### config.mk
export PLATFORM = sky130hd
export DESIGN_NAME = ram_port_arbiter
export DESIGN_NICKNAME = d
export VERILOG_FILES = /design/src/rtl/ram_port_arbiter.sv
export SDC_FILE = /design/constraint.sdc
export NUM_CORES = 1
export LEC_CHECK = 0
export CORE_AREA = 2 2 76 60
export CTS_BUF_LIST = sky130_fd_sc_hd__clkbuf_4 sky130_fd_sc_hd__clkbuf_8
export CTS_CLUSTER_DIAMETER = 40
export DETAILED_ROUTE_END_ITERATION = 6
export DIE_AREA = 0 0 78 62
export HOLD_SLACK_MARGIN = 0.1
export PLACE_DENSITY = 0.83
export SLEW_MARGIN = 15
export SYNTH_ARGS = -nofsm -noshare
export SYNTH_HDL_FRONTEND = slang
export SYNTH_SLANG_ARGS = --single-unit
### constraint.sdc
create_clock -name clk -period 2.63 [get_ports clk]
set_input_delay 0.263 -clock clk [delete_from_list [all_inputs] [get_ports clk]]
set_output_delay 0.263 -clock clk [all_outputs]
set_load 0.05 [all_outputs]
### src/rtl/ram_port_arbiter.sv
// Arbiter for the shared 64x16 program RAM: boot loader, CPU and debug port.
// Optional dbg lock watchdog is compiled in with `define RAM_ARB_WDOG_EN.
module ram_port_arbiter #(
   parameter int ADDR_W   = 6,
   parameter int DATA_W   = 16,
   parameter int LOCK_MAX = 64
) (
   input  logic              clk,
   input  logic              rst,
   input  logic              ce,
   input  logic              boot,
   input  logic              bl_req,
   input  logic              bl_rw,
   input  logic [ADDR_W-1:0] bl_adr,
   input  logic [DATA_W-1:0] bl_din,
   output logic              bl_gnt,
   output logic              bl_rvalid,
   input  logic              cpu_req,
   input  logic              cpu_rw,
   input  logic [ADDR_W-1:0] cpu_adr,
   input  logic [DATA_W-1:0] cpu_din,
   output logic              cpu_gnt,
   output logic              cpu_rvalid,
   input  logic              dbg_req,
   input  logic              dbg_rw,
   input  logic [ADDR_W-1:0] dbg_adr,
   input  logic [DATA_W-1:0] dbg_din,
   input  logic              dbg_lock,
   output logic              dbg_gnt,
   output logic              dbg_rvalid,
   output logic              lock_abort,
   output logic [DATA_W-1:0] rdata,
   output logic              ram_rw,
   output logic              ram_enable,
   output logic [ADDR_W-1:0] ram_adr,
   output logic [DATA_W-1:0] ram_in,
   input  logic [DATA_W-1:0] ram_out,
   output logic [1:0]        o_state
);

   // Handshake: a requester holds req/rw/adr/din until it sees gnt on a ce=1
   // cycle; read data is on rdata while its rvalid is high (sample on ce=1).

   typedef enum logic [1:0] {
      ST_BOOT     = 2'd0,
      ST_LAST_CPU = 2'd1,
      ST_LAST_DBG = 2'd2,
      ST_DBG_LOCK = 2'd3
   } state_t;

   state_t r_state;
   state_t w_next;
   logic   w_bl_gnt;
   logic   w_cpu_gnt;
   logic   w_dbg_gnt;
   logic   w_lock_ok;
   logic   w_wdog_exp;
   logic   r_bl_rvalid;
   logic   r_cpu_rvalid;
   logic   r_dbg_rvalid;

   if (LOCK_MAX < 1) begin : g_bad_lock_max
      $error("LOCK_MAX must be at least 1");
   end

`ifdef RAM_ARB_WDOG_EN
   localparam int CNT_W = (LOCK_MAX > 1) ? $clog2(LOCK_MAX) : 1;
   localparam logic [CNT_W-1:0] CNT_LAST = CNT_W'(LOCK_MAX - 1);

   logic [CNT_W-1:0] r_wdog_cnt;
   logic             r_lock_blk;
   logic             r_lock_abort;

   assign w_wdog_exp = (r_state == ST_DBG_LOCK) && (r_wdog_cnt == CNT_LAST);
   // After an abort, dbg must drop dbg_lock once before it can lock again.
   assign w_lock_ok  = dbg_lock && !r_lock_blk;

   always_ff @(posedge clk) begin
      if (rst) begin
         r_wdog_cnt   <= '0;
         r_lock_blk   <= 1'b0;
         r_lock_abort <= 1'b0;
      end else begin
         r_lock_abort <= ce && !boot && dbg_lock && w_wdog_exp;
         if (r_state != ST_DBG_LOCK)
            r_wdog_cnt <= '0;
         else if (ce)
            r_wdog_cnt <= r_wdog_cnt + 1'b1;
         if (ce && !boot && dbg_lock && w_wdog_exp)
            r_lock_blk <= 1'b1;
         else if (ce && !dbg_lock)
            r_lock_blk <= 1'b0;
      end
   end

   assign lock_abort = r_lock_abort;
`else
   assign w_wdog_exp = 1'b0;
   assign w_lock_ok  = dbg_lock;
   assign lock_abort = 1'b0;
`endif

   always_comb begin
      w_bl_gnt  = 1'b0;
      w_cpu_gnt = 1'b0;
      w_dbg_gnt = 1'b0;
      if (ce && !rst) begin
         case (r_state)
            ST_BOOT:     w_bl_gnt = bl_req;
            ST_LAST_CPU: begin
               if (dbg_req) w_dbg_gnt = 1'b1;
               else         w_cpu_gnt = cpu_req;
            end
            ST_LAST_DBG: begin
               if (cpu_req) w_cpu_gnt = 1'b1;
               else         w_dbg_gnt = dbg_req;
            end
            ST_DBG_LOCK: w_dbg_gnt = dbg_req;
            default:     ;
         endcase
      end
   end

   always_comb begin
      w_next = r_state;
      if (ce) begin
         if (boot) begin
            w_next = ST_BOOT;
         end else begin
            case (r_state)
               ST_BOOT: w_next = ST_LAST_DBG;
               ST_LAST_CPU, ST_LAST_DBG: begin
                  if (w_cpu_gnt)      w_next = ST_LAST_CPU;
                  else if (w_dbg_gnt) w_next = w_lock_ok ? ST_DBG_LOCK : ST_LAST_DBG;
               end
               ST_DBG_LOCK: begin
                  if (!dbg_lock || w_wdog_exp) w_next = ST_LAST_DBG;
               end
               default: w_next = ST_BOOT;
            endcase
         end
      end
   end

   always_ff @(posedge clk) begin
      if (rst) begin
         r_state      <= ST_BOOT;
         r_bl_rvalid  <= 1'b0;
         r_cpu_rvalid <= 1'b0;
         r_dbg_rvalid <= 1'b0;
      end else if (ce) begin
         r_state      <= w_next;
         r_bl_rvalid  <= w_bl_gnt  && !bl_rw;
         r_cpu_rvalid <= w_cpu_gnt && !cpu_rw;
         r_dbg_rvalid <= w_dbg_gnt && !dbg_rw;
      end
   end

   always_comb begin
      ram_enable = 1'b0;
      ram_rw     = 1'b0;
      ram_adr    = '0;
      ram_in     = '0;
      if (w_bl_gnt) begin
         ram_enable = 1'b1;
         ram_rw     = bl_rw;
         ram_adr    = bl_adr;
         ram_in     = bl_din;
      end else if (w_cpu_gnt) begin
         ram_enable = 1'b1;
         ram_rw     = cpu_rw;
         ram_adr    = cpu_adr;
         ram_in     = cpu_din;
      end else if (w_dbg_gnt) begin
         ram_enable = 1'b1;
         ram_rw     = dbg_rw;
         ram_adr    = dbg_adr;
         ram_in     = dbg_din;
      end
   end

   assign bl_gnt     = w_bl_gnt;
   assign cpu_gnt    = w_cpu_gnt;
   assign dbg_gnt    = w_dbg_gnt;
   assign bl_rvalid  = r_bl_rvalid;
   assign cpu_rvalid = r_cpu_rvalid;
   assign dbg_rvalid = r_dbg_rvalid;
   assign rdata      = ram_out;
   assign o_state    = r_state;

endmodule

== Word-level counts from Yosys, hierarchy flattened ==
Index checks and enable logic that the tools add are counted.
Word-level totals
  input port bits: 93
  register bits after elaboration: 5
  word-level logic and storage cells: 48
Cells by class
  equality and inequality tests: 5
  multiplexer cells: 28
  reductions and logical operators: 11
Operator list (number)
  $mux W16: 3
  $mux W6: 3
  $mux W1: 15
  $mux W2: 4
  $pmux W2 S3: 1
  $eq A2 B2 Y1 const B: 2
  $logic_and A1 B1 Y1: 4
  $logic_not A1 Y1: 4
  $ne A4 B4 Y1 const B: 1
  $ne A3 B3 Y1 const B: 1
  $pmux W1 S3: 1
  $reduce_and A3 Y1: 1
  $eq A2 B1 Y1 const B: 1
  $logic_not A2 Y1: 1
  $pmux W1 S2: 1
  $reduce_or A2 Y1: 1

== Logic depth before layout (Yosys ltp) ==
  depth after elaboration: 7
  gate-level depth with buffers: 8
  gate-level depth less buffers: 7

== Least setup slack after synthesis ==
OpenSTA, ideal clock, no wires.
  kind: flip-flop to output port
  from: register r_state[0], in the netlist o_state[0]
  to: output port ram_rw
  cell stages (with the launch flop): 9
  path slack: -0.416 ns
  required time: 2.367 ns
  data arrival time: 2.783 ns
  cell sequence: dfxtp_1 > inv_1 > ha_1 > nor2b_1 > o311a_1 > buf_6 > buf_2 > nand3_1 > a31oi_1
On the way
  cells in the longest elaborated chain, start to end: 6
  elaborated cells on any way between the ends: 13
  classes of those cells: 3 x eq/ne; 9 x mux; 1 x reduce/logical
Ends and longest elaborated chain
  start: declaration: line 51  | state_t r_state;
  start signal: assignment: line 152  | r_state <= w_next;
  $eq A2 B2 Y1 / $eq A2 B1 Y1 (equally long branches): line 108  | case (r_state)
  $pmux W1 S3 *: line 108
  $mux W1 *: line 107  | if (ce && !rst) begin
  named net dbg_gnt: line 29  | output logic dbg_gnt,
  $mux W1 *: line 174  | end else if (w_dbg_gnt) begin
  $mux W1 *: line 169  | end else if (w_cpu_gnt) begin
  $mux W1 *: line 164  | if (w_bl_gnt) begin
  end: declaration: line 33  | output logic ram_rw,
The timed path passes the listed nets; every way through them passes the cells marked *.

== Worst setup path after layout ==
  from: register r_state[1], in the netlist o_state[1]
  to: output port ram_adr[0]
On the way
  cells in the longest elaborated chain, start to end: 6
  elaborated cells on any way between the ends: 13
  classes of those cells: 3 x eq/ne; 9 x mux; 1 x reduce/logical
Ends and longest elaborated chain
  $eq A2 B2 Y1 / $eq A2 B1 Y1 (equally long branches): line 108
  $pmux W1 S3: line 108
  $mux W1: line 107
  $mux W6: line 174
  $mux W6: line 169
  $mux W6 *: line 164
  end: declaration: line 35  | output logic [ADDR_W-1:0] ram_adr,
Mark *: on every way between the ends. The rest lies on a longest branch, timed or not.

==> out/summary.txt <==
Outcome: complete, no violations
Total GRT Usage: 17.2%
R2R depth: 7
Adder-Cell Fraction of Synth Area: 5.02%
Final ANT Viol Nets: 0
Synth warn: 0
RSZ-0062 raised after global routing: false
Worst Hold Class: reg -> reg
Largest net degree at the start of global routing: 26
Top Metal Used: met4
Die Ht: 62 um
CTS buffer count: 3
Share of layout cells above drive strength 1: 27.1%
Met1 wire length: 1.77 mm
IO Pins: 142
Hpwl dp: 3.46 mm
CTS tree: yes
RePlAce Congestion: 0.743
Seq/Total Area, Yosys: 10.0%
VDD IR-drop max: 0.000197 V
Diodes inserted: 0
Worst slew pin tran: 0.501 ns
Comb power frac: 61.1%
Cells after Synth: 161
Share of the synthesized area in the top cell type: 14.4%
Final Critical Period: 2.40 ns
Setup Viol. Count Final: 0
Post-Layout Cell Count: 308
Row count: 21
Nets: 349
Critical path type: reg -> out
Area Overhead vs Synth: 161%
Seq pwr share: 13.6%
Ys async rst share: 0%
Worst Setup Start Kind: register
Ranking of synthesized cells by area: a31oi_1 14%, buf_4 14%, nand3_1 12%
CTS H-tree lvls: 1
Count leader, synth: nor2_1
Total gr overflow: 0
Setup TNS: 0 ns
Wire length per cell: 13.9 um
Flop-to-flop setup slack: 0.49 ns
Synth unique cells: 26
Reg clk slew, reported paths: 0.04 ns
Setup Skew: 0.000131 ns
CTS max path bufs: 2
Pwr dens: 227 nW/um^2
Area leader, netlist: a31oi_1
Number of flops mapped to enable cells by yosys: 0
CP peak stage delay: 0.38 ns
Post-cts sizing count: 0
Max transition margin: 66.5%
Vias in the first global route: 1358
Routed met3 length: 311 um
Avg Inst Size Synth: 6.19 sq um
Number of synthesized register bits: 5
Root buffer cell: clkbuf_8
Worst setup EP type: output port
Syn nets: 258
Leakage power: 0.914 nW
Reg2reg start: o_state[0]$_SDFFE_PP0P_
Worst setup endpoint: ram_adr[0]
Worst Path Buf+Inv: 3
Die area: 4840 sq um
Tcrit/Tclk final: 91.2%
Initial antenna violation count: 0
Final core utilization: 61.9%
Max-cap violation count: 0
Final WS setup: 0.232 ns
CTS Sinks: 5
DRT Wirelength: 4.27 mm
Skew-Pair Late Insertion Delay: 0.22 ns
Internal power: 0.396 mW
Hold Vio Cnt, Final: 0
Final Max Slew Viols: 0
DRT Pass-1 Iters: 4
Switching Power: 0.195 mW
First-pass GRT wire length: 6.56 mm
Vias per cell: 4.75
Sw Share: 33.0%
Hold Buf Count CTS: 0
CP startpoint: o_state[1]$_SDFFE_PP0P_
Core Area: 4200 sq um
Main combinational cell family by area after synthesis: simple AND/OR/NAND/NOR gates
Die W: 78 um
Compound-Gate Fraction of Synth Area: 23.5%
CP Depth: 8
Met2 WL: 2.13 mm
Setup bufs post-CTS: 0
Post-Syn Area: 997 sq um
DP Worst Slack: 0.280 ns
CP required: 2.37 ns
Slowest cell on the critical path: dfxtp_1
Initial Util: 23.7%
Worst-path maximum fanout: 25
Ys flop type: dfxtp_1
Achievable clock frequency: 417 MHz
Routed via count: 1463
Mux share of post-synthesis cell area: 2.26%
Placed cell count: 304
XOR/XNOR Fraction of Synth Area: 0%
Clk pwr share: 25.4%
Reg2reg end: o_state[1]$_SDFFE_PP0P_
Delay-heaviest family, CP: buffers and inverters
DR DRC count: 0
Fillers: 359
CP cell instances: inv_1 -> ha_1 -> nor2b_1 -> o2111ai_4 -> buf_4 -> nand3_1 -> a31oi_4 -> buf_12
Simple-Gate Fraction of Synth Area: 37.6%
WP data arrival: 2.13 ns
Port bufs: 108
Synth top cells by count: 27 x nor2_1, 24 x nand2_1, 24 x nand3_1, 23 x a31oi_1, 18 x buf_4
Initial drt markers: 25
## cells by family after synthesis
kind of cell,after synthesis
multiplexers,2
AO/OA/AOI/OAI,30
buffers and inverters,35
adder cells (fa/ha/maj),4
flip-flops,5
other,1
AND/OR/NAND/NOR,84
## state kept, by name (all words and copies together) (netlist names)
| register | cells |
|---|---|
| bl_rvalid | 1 |
| dbg_rvalid | 1 |
| cpu_rvalid | 1 |
| o_state | 2 |
## per-layer routing
metal | track usage [%] | up-vias
met1 | 20.7 | 673
met3 | 3.61 | 8
li1 | - | 719
met2 | 31.0 | 63
met5 | 0 | -
met4 | 7.02 | 0
## worst register-to-register path: stages (launching register included)
cell	delay, ns
dfxtp_1	0.37
inv_1	0.10
ha_1	0.25
nor2b_1	0.14
o311a_1	0.30
buf_4	0.19
o311ai_4	0.31
mux2_2	0.37
## layout make-up
type / instances / area [sq um] / share of cell area (%)
inverter: 6 / 22.5 / 0.865
multi-input combinational: 121 / 957 / 36.8
tap: 57 / 71.3 / 2.74
clock buffer: 4 / 48.8 / 1.87
timing repair buffer: 115 / 1400 / 53.9
sequential: 5 / 100 / 3.84
## placed cells by master (no fill, tap or decap)
master,synthesis,final
clkdlybuf4s50_1,0,81
nor2_1,27,27
buf_12,0,27
nand2_1,24,24
nand3_1,24,23
a31oi_4,0,14
a31oi_2,0,9
buf_4,18,7
inv_1,5,5
dfxtp_1,5,5
ha_1,4,4
nor2b_1,3,3
clkbuf_8,0,3
nand2b_1,2,2
a21oi_1,2,2
mux2_2,2,2
a2bb2oi_1,2,2
nor2b_4,1,1
o2111ai_4,1,1
inv_2,1,1
nand3_2,0,1
o311a_1,1,1
or3_1,1,1
nand3b_1,1,1
o311ai_4,1,1
nor3_1,1,1
conb_1,1,1
clkbuf_4,0,1
## through the flow
step           hold slack (ns)  cell area, sq um  total power [mW]
5_1_grt                  0.500              2600             0.620
3_5_place_dp             0.455              2550             0.444
4_1_cts                  0.463              2600             0.600
3_3_place_gp             0.452              2550             0.439
6_report                 0.462              2600             0.592
2_1_floorplan            0.332              1270             0.293
## power groups by stage
| stage | logic (mW) | clock network [mW] | registers [mW] |
|---|---|---|---|
| floorplan | 0.205 | 0 | 0.0881 |
| global placement | 0.358 | 0 | 0.0813 |
| detailed placement | 0.362 | 0 | 0.0815 |
| CTS | 0.364 | 0.155 | 0.0804 |
| global route | 0.378 | 0.161 | 0.0807 |
| finish | 0.361 | 0.150 | 0.0803 |
## worst min path at each step
stage / startpoint / end / slack (ns) / cells past startpoint
2_1_floorplan: rst / dbg_rvalid$_SDFFE_PP0P_ / 0.33 / 1
3_3_place_gp: dbg_rvalid$_SDFFE_PP0P_ / dbg_rvalid$_SDFFE_PP0P_ / 0.45 / 2
3_5_place_dp: dbg_rvalid$_SDFFE_PP0P_ / dbg_rvalid$_SDFFE_PP0P_ / 0.45 / 2
4_1_cts: dbg_rvalid$_SDFFE_PP0P_ / dbg_rvalid$_SDFFE_PP0P_ / 0.46 / 2
5_1_grt: dbg_rvalid$_SDFFE_PP0P_ / dbg_rvalid$_SDFFE_PP0P_ / 0.50 / 2
6_report: dbg_rvalid$_SDFFE_PP0P_ / dbg_rvalid$_SDFFE_PP0P_ / 0.46 / 2
(Power assumes the default switching activity.)
==> variant 1, RTL diff (same flow settings) <==
Register the output `dbg_gnt`; this adds one clock of latency there. The other outputs are not delayed to match.
--- a/src/rtl/ram_port_arbiter.sv
+++ b/src/rtl/ram_port_arbiter.sv
@@ -181,7 +181,9 @@
 
    assign bl_gnt     = w_bl_gnt;
    assign cpu_gnt    = w_cpu_gnt;
-   assign dbg_gnt    = w_dbg_gnt;
+   always_ff @(posedge clk) begin
+      dbg_gnt <= w_dbg_gnt;
+   end
    assign bl_rvalid  = r_bl_rvalid;
    assign cpu_rvalid = r_cpu_rvalid;
    assign dbg_rvalid = r_dbg_rvalid;
Function: changed (a bounded check fails within 4 cycles, from zero or initial values and one cycle with rst high).
==> variant 1 against the original RTL <==
  * Sequential power increased by 19%
  * Wire length increased by 0.42%
  * Total power increased by 1.4%
  * Fmax decreased by 1.5%
  * Setup slack got worse by 0.036 ns
  * Worst hold slack improved by 0.0028 ns
  * Count of clock-buffer cells in the layout decreased by 1
  * Synthesized area increased by 2.0%
  * First-iteration DRC count increased by 4.0%
  * Non-clock buffer count unchanged
  * Sequential cell count increased by 1
  * Global-route usage increased by 0.79 points
  * Final area increased by 0.58%
  * Largest cell class unchanged
  * Highest routed layer unchanged
==> variant 1: results (changes against the original RTL) <==
Synth Area per Inst 6.28 sq um (+1.4%); # nets final 350 (+0.29%); max FFs per register 2 (unchanged); Clk Latency, worst-skew pair ~0.23 ns; postcts setup bufs 0 (unchanged); CP max FO 25 (unchanged); Yosys warning count 0 (unchanged); leakage power 0.919 nW (+0.59%); Yosys cell types 26 (unchanged); Switching Share 33.7% (+0.70 points); Async S/R FF share, synth 0% (unchanged); clock slew seen by the registers of the worst setup and hold paths 0.04 ns (about the same); Final Wtd Congestion 0.735 (-1.1%); Worst VDD drop 0.250 mV (+27%); area grow syn2layout 157%; clk buf depth 2 (unchanged); initial antenna violation count 0 (unchanged); pin count of the biggest net entering global routing 36 (+38%); Hold Path Class reg2reg; sequential share of the synthesized area 11.8% (+1.8 points); hold depth 2 (unchanged); root buf cell clkbuf_8; Synth Flop Type dfxtp_1; Port Buffer Count 108 (unchanged); vias per cell 4.85 (+2.2%); H-tree levels 1 (unchanged); Num CTS Buffers 3 (unchanged); syn_nets 259 (+0.39%); first-pass GRT wire length 6.88 mm (+4.8%); hpwl dp 3.48 mm (+0.76%); CP arrival 2.17 ns (+0.04 ns); share of cells above drive strength 1 26.3% (-0.80 points); router iterations before antenna repair 4 (unchanged); fillers 360 (+0.28%); Vias 1495 (+2.2%); run status completed; largest cells by area after synthesis a31oi_1 14%, buf_4 13%, dfxtp_1 12%, nand3_1 12%, nor2_1 10%; vias in the first global route 1440 (+6.0%); gr usage total 18.0% (+0.79 points); relative slew slack 65.5% (-0.93 points); worst reg-to-reg path cell count 8 (+1); top cells by count, synth 27 x nor2_1, 24 x nand2_1, 24 x nand3_1; CTS resizes 0 (unchanged); 1st-iter DRT viols 26 (+4.0%); ANT cells 0 (unchanged); Total Wirelength 4.29 mm (+0.42%); Worst Skew 0.00392 ns (+0.00379 ns)
variant 1: cell count changes in the layout (fill, tap and decap cells not counted):
cell,change
clkdlybuf4s50_1,+1
buf_4,-1
dfxtp_1,+1
clkbuf_4,-1
variant 1: cell type report:
class,count,area (sq um),share of cell area (%)
clock buffer,3,41.3,1.58
inverter,6,22.5,0.860
multi-input combinational,121,957,36.6
sequential,6,120,4.59
tap,57,71.3,2.72
timing repair buffer,115,1410,53.7
variant 1: stage by stage:
| step | util, % | cell area [sq um] | worst slack (ns) | hold slack, ns | setup TNS, ns |
|---|---|---|---|---|---|
| 6_report | 62.3 | 2620 | 0.196 | 0.464 | 0 |
| 5_1_grt | 62.3 | 2620 | 0.0610 | 0.483 | 0 |
| 4_1_cts | 62.3 | 2620 | 0.173 | 0.462 | 0 |
| 3_5_place_dp | 61.3 | 2580 | 0.263 | 0.458 | 0 |
| 3_3_place_gp | 61.3 | 2580 | 0.335 | 0.445 | 0 |
| 2_1_floorplan | - | 1280 | -0.0521 | 0.332 | -0.306 |
variant 1: cells by family (layout without fill, tap and decap cells):
| kind of cell | count (synthesis) | count (layout) | synth area share (%) |
|---|---|---|---|
| AND/OR/NAND/NOR | 84 | 84 | 36.9 |
| buffers and inverters | 35 | 124 | 20.8 |
| AO/OA/AOI/OAI | 30 | 30 | 23.0 |
| flip-flops | 6 | 6 | 11.8 |
| adder cells (fa/ha/maj) | 4 | 4 | 4.92 |
| multiplexers | 2 | 2 | 2.21 |
| other | 1 | 1 | 0.369 |
variant 1: path summary, 6_finish.rpt:
kind                      startpoint                      end  slack, ns
max          o_state[1]$_SDFFE_PP0P_               ram_in[10]       0.20
min          dbg_rvalid$_SDFFE_PP0P_  dbg_rvalid$_SDFFE_PP0P_       0.46
max reg2reg  o_state[1]$_SDFFE_PP0P_  o_state[0]$_SDFFE_PP0P_       0.45
min reg2reg  dbg_rvalid$_SDFFE_PP0P_  dbg_rvalid$_SDFFE_PP0P_       0.46
variant 1: power groups by stage:
stage          clock [mW]  combinational (mW)  sequential [mW]
4_1_cts             0.146               0.367           0.0957
6_report            0.141               0.364           0.0958
5_1_grt             0.146               0.381           0.0959
3_3_place_gp            0               0.360           0.0969
3_5_place_dp            0               0.365           0.0971
2_1_floorplan           0               0.205            0.104
variant 1: layer usage:
metal / GRT usage [%] / routed length (um)
met1: 20.9 / 1620
met2: 34.1 / 2240
met3: 4.77 / 397
met4: 4.51 / 32
met5: 0 / 0
variant 1: critical path, stage by stage, from the launching register on:
cell and delay, ns:
dfxtp_1 0.38, inv_1 0.10, ha_1 0.20, nor2b_1 0.16
o2111ai_4 0.19, buf_4 0.33, nand3_1 0.17, a31oi_4 0.24
buf_12 0.16
==> variant 2, RTL diff (same settings) <==
Made on the original files. `ADDR_W`: 6 -> 5.
--- a/src/rtl/ram_port_arbiter.sv
+++ b/src/rtl/ram_port_arbiter.sv
@@ -1,7 +1,7 @@
 // Arbiter for the shared 64x16 program RAM: boot loader, CPU and debug port.
 // Optional dbg lock watchdog is compiled in with `define RAM_ARB_WDOG_EN.
 module ram_port_arbiter #(
-   parameter int ADDR_W   = 6,
+   parameter int ADDR_W   = 5,
    parameter int DATA_W   = 16,
    parameter int LOCK_MAX = 64
 ) (
Interface: changed (resized bl_adr, cpu_adr, dbg_adr and ram_adr); port bits go from 142 to 138. No check against the original RTL was run, so the function may have changed too.
==> variant 2 against the original RTL <==
  * Total power down 0.68%
  * Wire length down 6.1%
  * Global-route usage down 1.1 points
  * Critical path type unchanged
  * Sequential share of layout area up 0.10 points
  * Final area down 2.5%
  * Largest cell class unchanged
  * Synthesized area down 2.4%
  * Highest routed layer unchanged
  * First-iteration DRC count up 76%
  * Sequential cell count unchanged
  * Critical endpoint is now ram_adr[3]
  * Setup slack worse by 0.070 ns
==> variant 2: results (changes against the original RTL) <==
run status completed; met3 usage 5.49% (+1.9 points); R2R Setup Slk 0.45 ns (-0.04 ns); # nets final 335 (-4.0%); 1st-iter DRT viols 44 (+76%); worst reg-to-reg path cell count 6 (-1); met1 Use GR 19.0% (-1.7 points); first-pass GRT wire length 6.23 mm (-5.0%); pin count of the biggest net entering global routing 29 (+12%); mux share of post-synthesis cell area 2.31% (+0.055 points); CP endpoint ram_adr[3]; Worst Skew 0.000495 ns (+0.000364 ns); M2 GR Usage 29.4% (-1.6 points); syn_nets 249 (-3.5%); gr usage total 16.2% (-1.1 points); worst slack, placed 0.235 ns (-0.0457 ns); Adder-Cell Fraction of Synth Area 5.14% (+0.12 points); Synth Area per Inst 6.28 sq um (+1.4%); leakage power 0.873 nW (-4.4%); hpwl dp 3.20 mm (-7.4%); met2 WL 1.92 mm (-10%); vias in the first global route 1312 (-3.4%); routed length on met1 1.60 mm (-9.3%); Tmin final 2.47 ns (+0.0702 ns); top cells by count, synth 26 x nor2_1, 23 x nand2_1, 23 x nand3_1; Worst VDD drop 0.161 mV (-18%); Post-DP Area 2490 sq um (-2.6%); CP arrival 2.21 ns (+0.08 ns); Vias 1434 (-2.0%); final hold slack 0.455 ns (-0.00641 ns); Cell Count Post-Placement 293 (-3.6%); met3 wire len 455 um (+46%); share of cells above drive strength 1 25.8% (-1.3 points); Final Wtd Congestion 0.758 (+2.0%); post-route insts no fill 297 (-3.6%); Yosys cell types 24 (-7.7%); Total Wirelength 4.01 mm (-6.1%)
==> variant 2: worst max-delay path, cell delays in order, from the launching register on <==
cell and delay (ns):
dfxtp_1 0.38, inv_1 0.10, ha_1 0.21, nor2b_1 0.16, o2111ai_4 0.22, buf_4 0.32, nand3_1 0.18, a31oi_4 0.24
buf_12 0.16
==> variant 2: power by group <==
group / switching [mW] / leakage (nW) / total, mW / internal, mW
combinational: 0.154 / 0.806 / 0.353 / 0.198
sequential: 0.00209 / 0.0405 / 0.0804 / 0.0783
clock: 0.0401 / 0.0262 / 0.155 / 0.115
total: 0.196 / 0.873 / 0.588 / 0.391
==> variant 2: layout make-up <==
type                            count  area [sq um]
Tap cell                           57          71.3
Sequential cell                     5           100
Clock buffer                        4          48.8
Multi-Input combinational cell    117           961
Fill cell                         367          1670
Inverter                            6          25.0
Timing Repair Buffer              108          1330
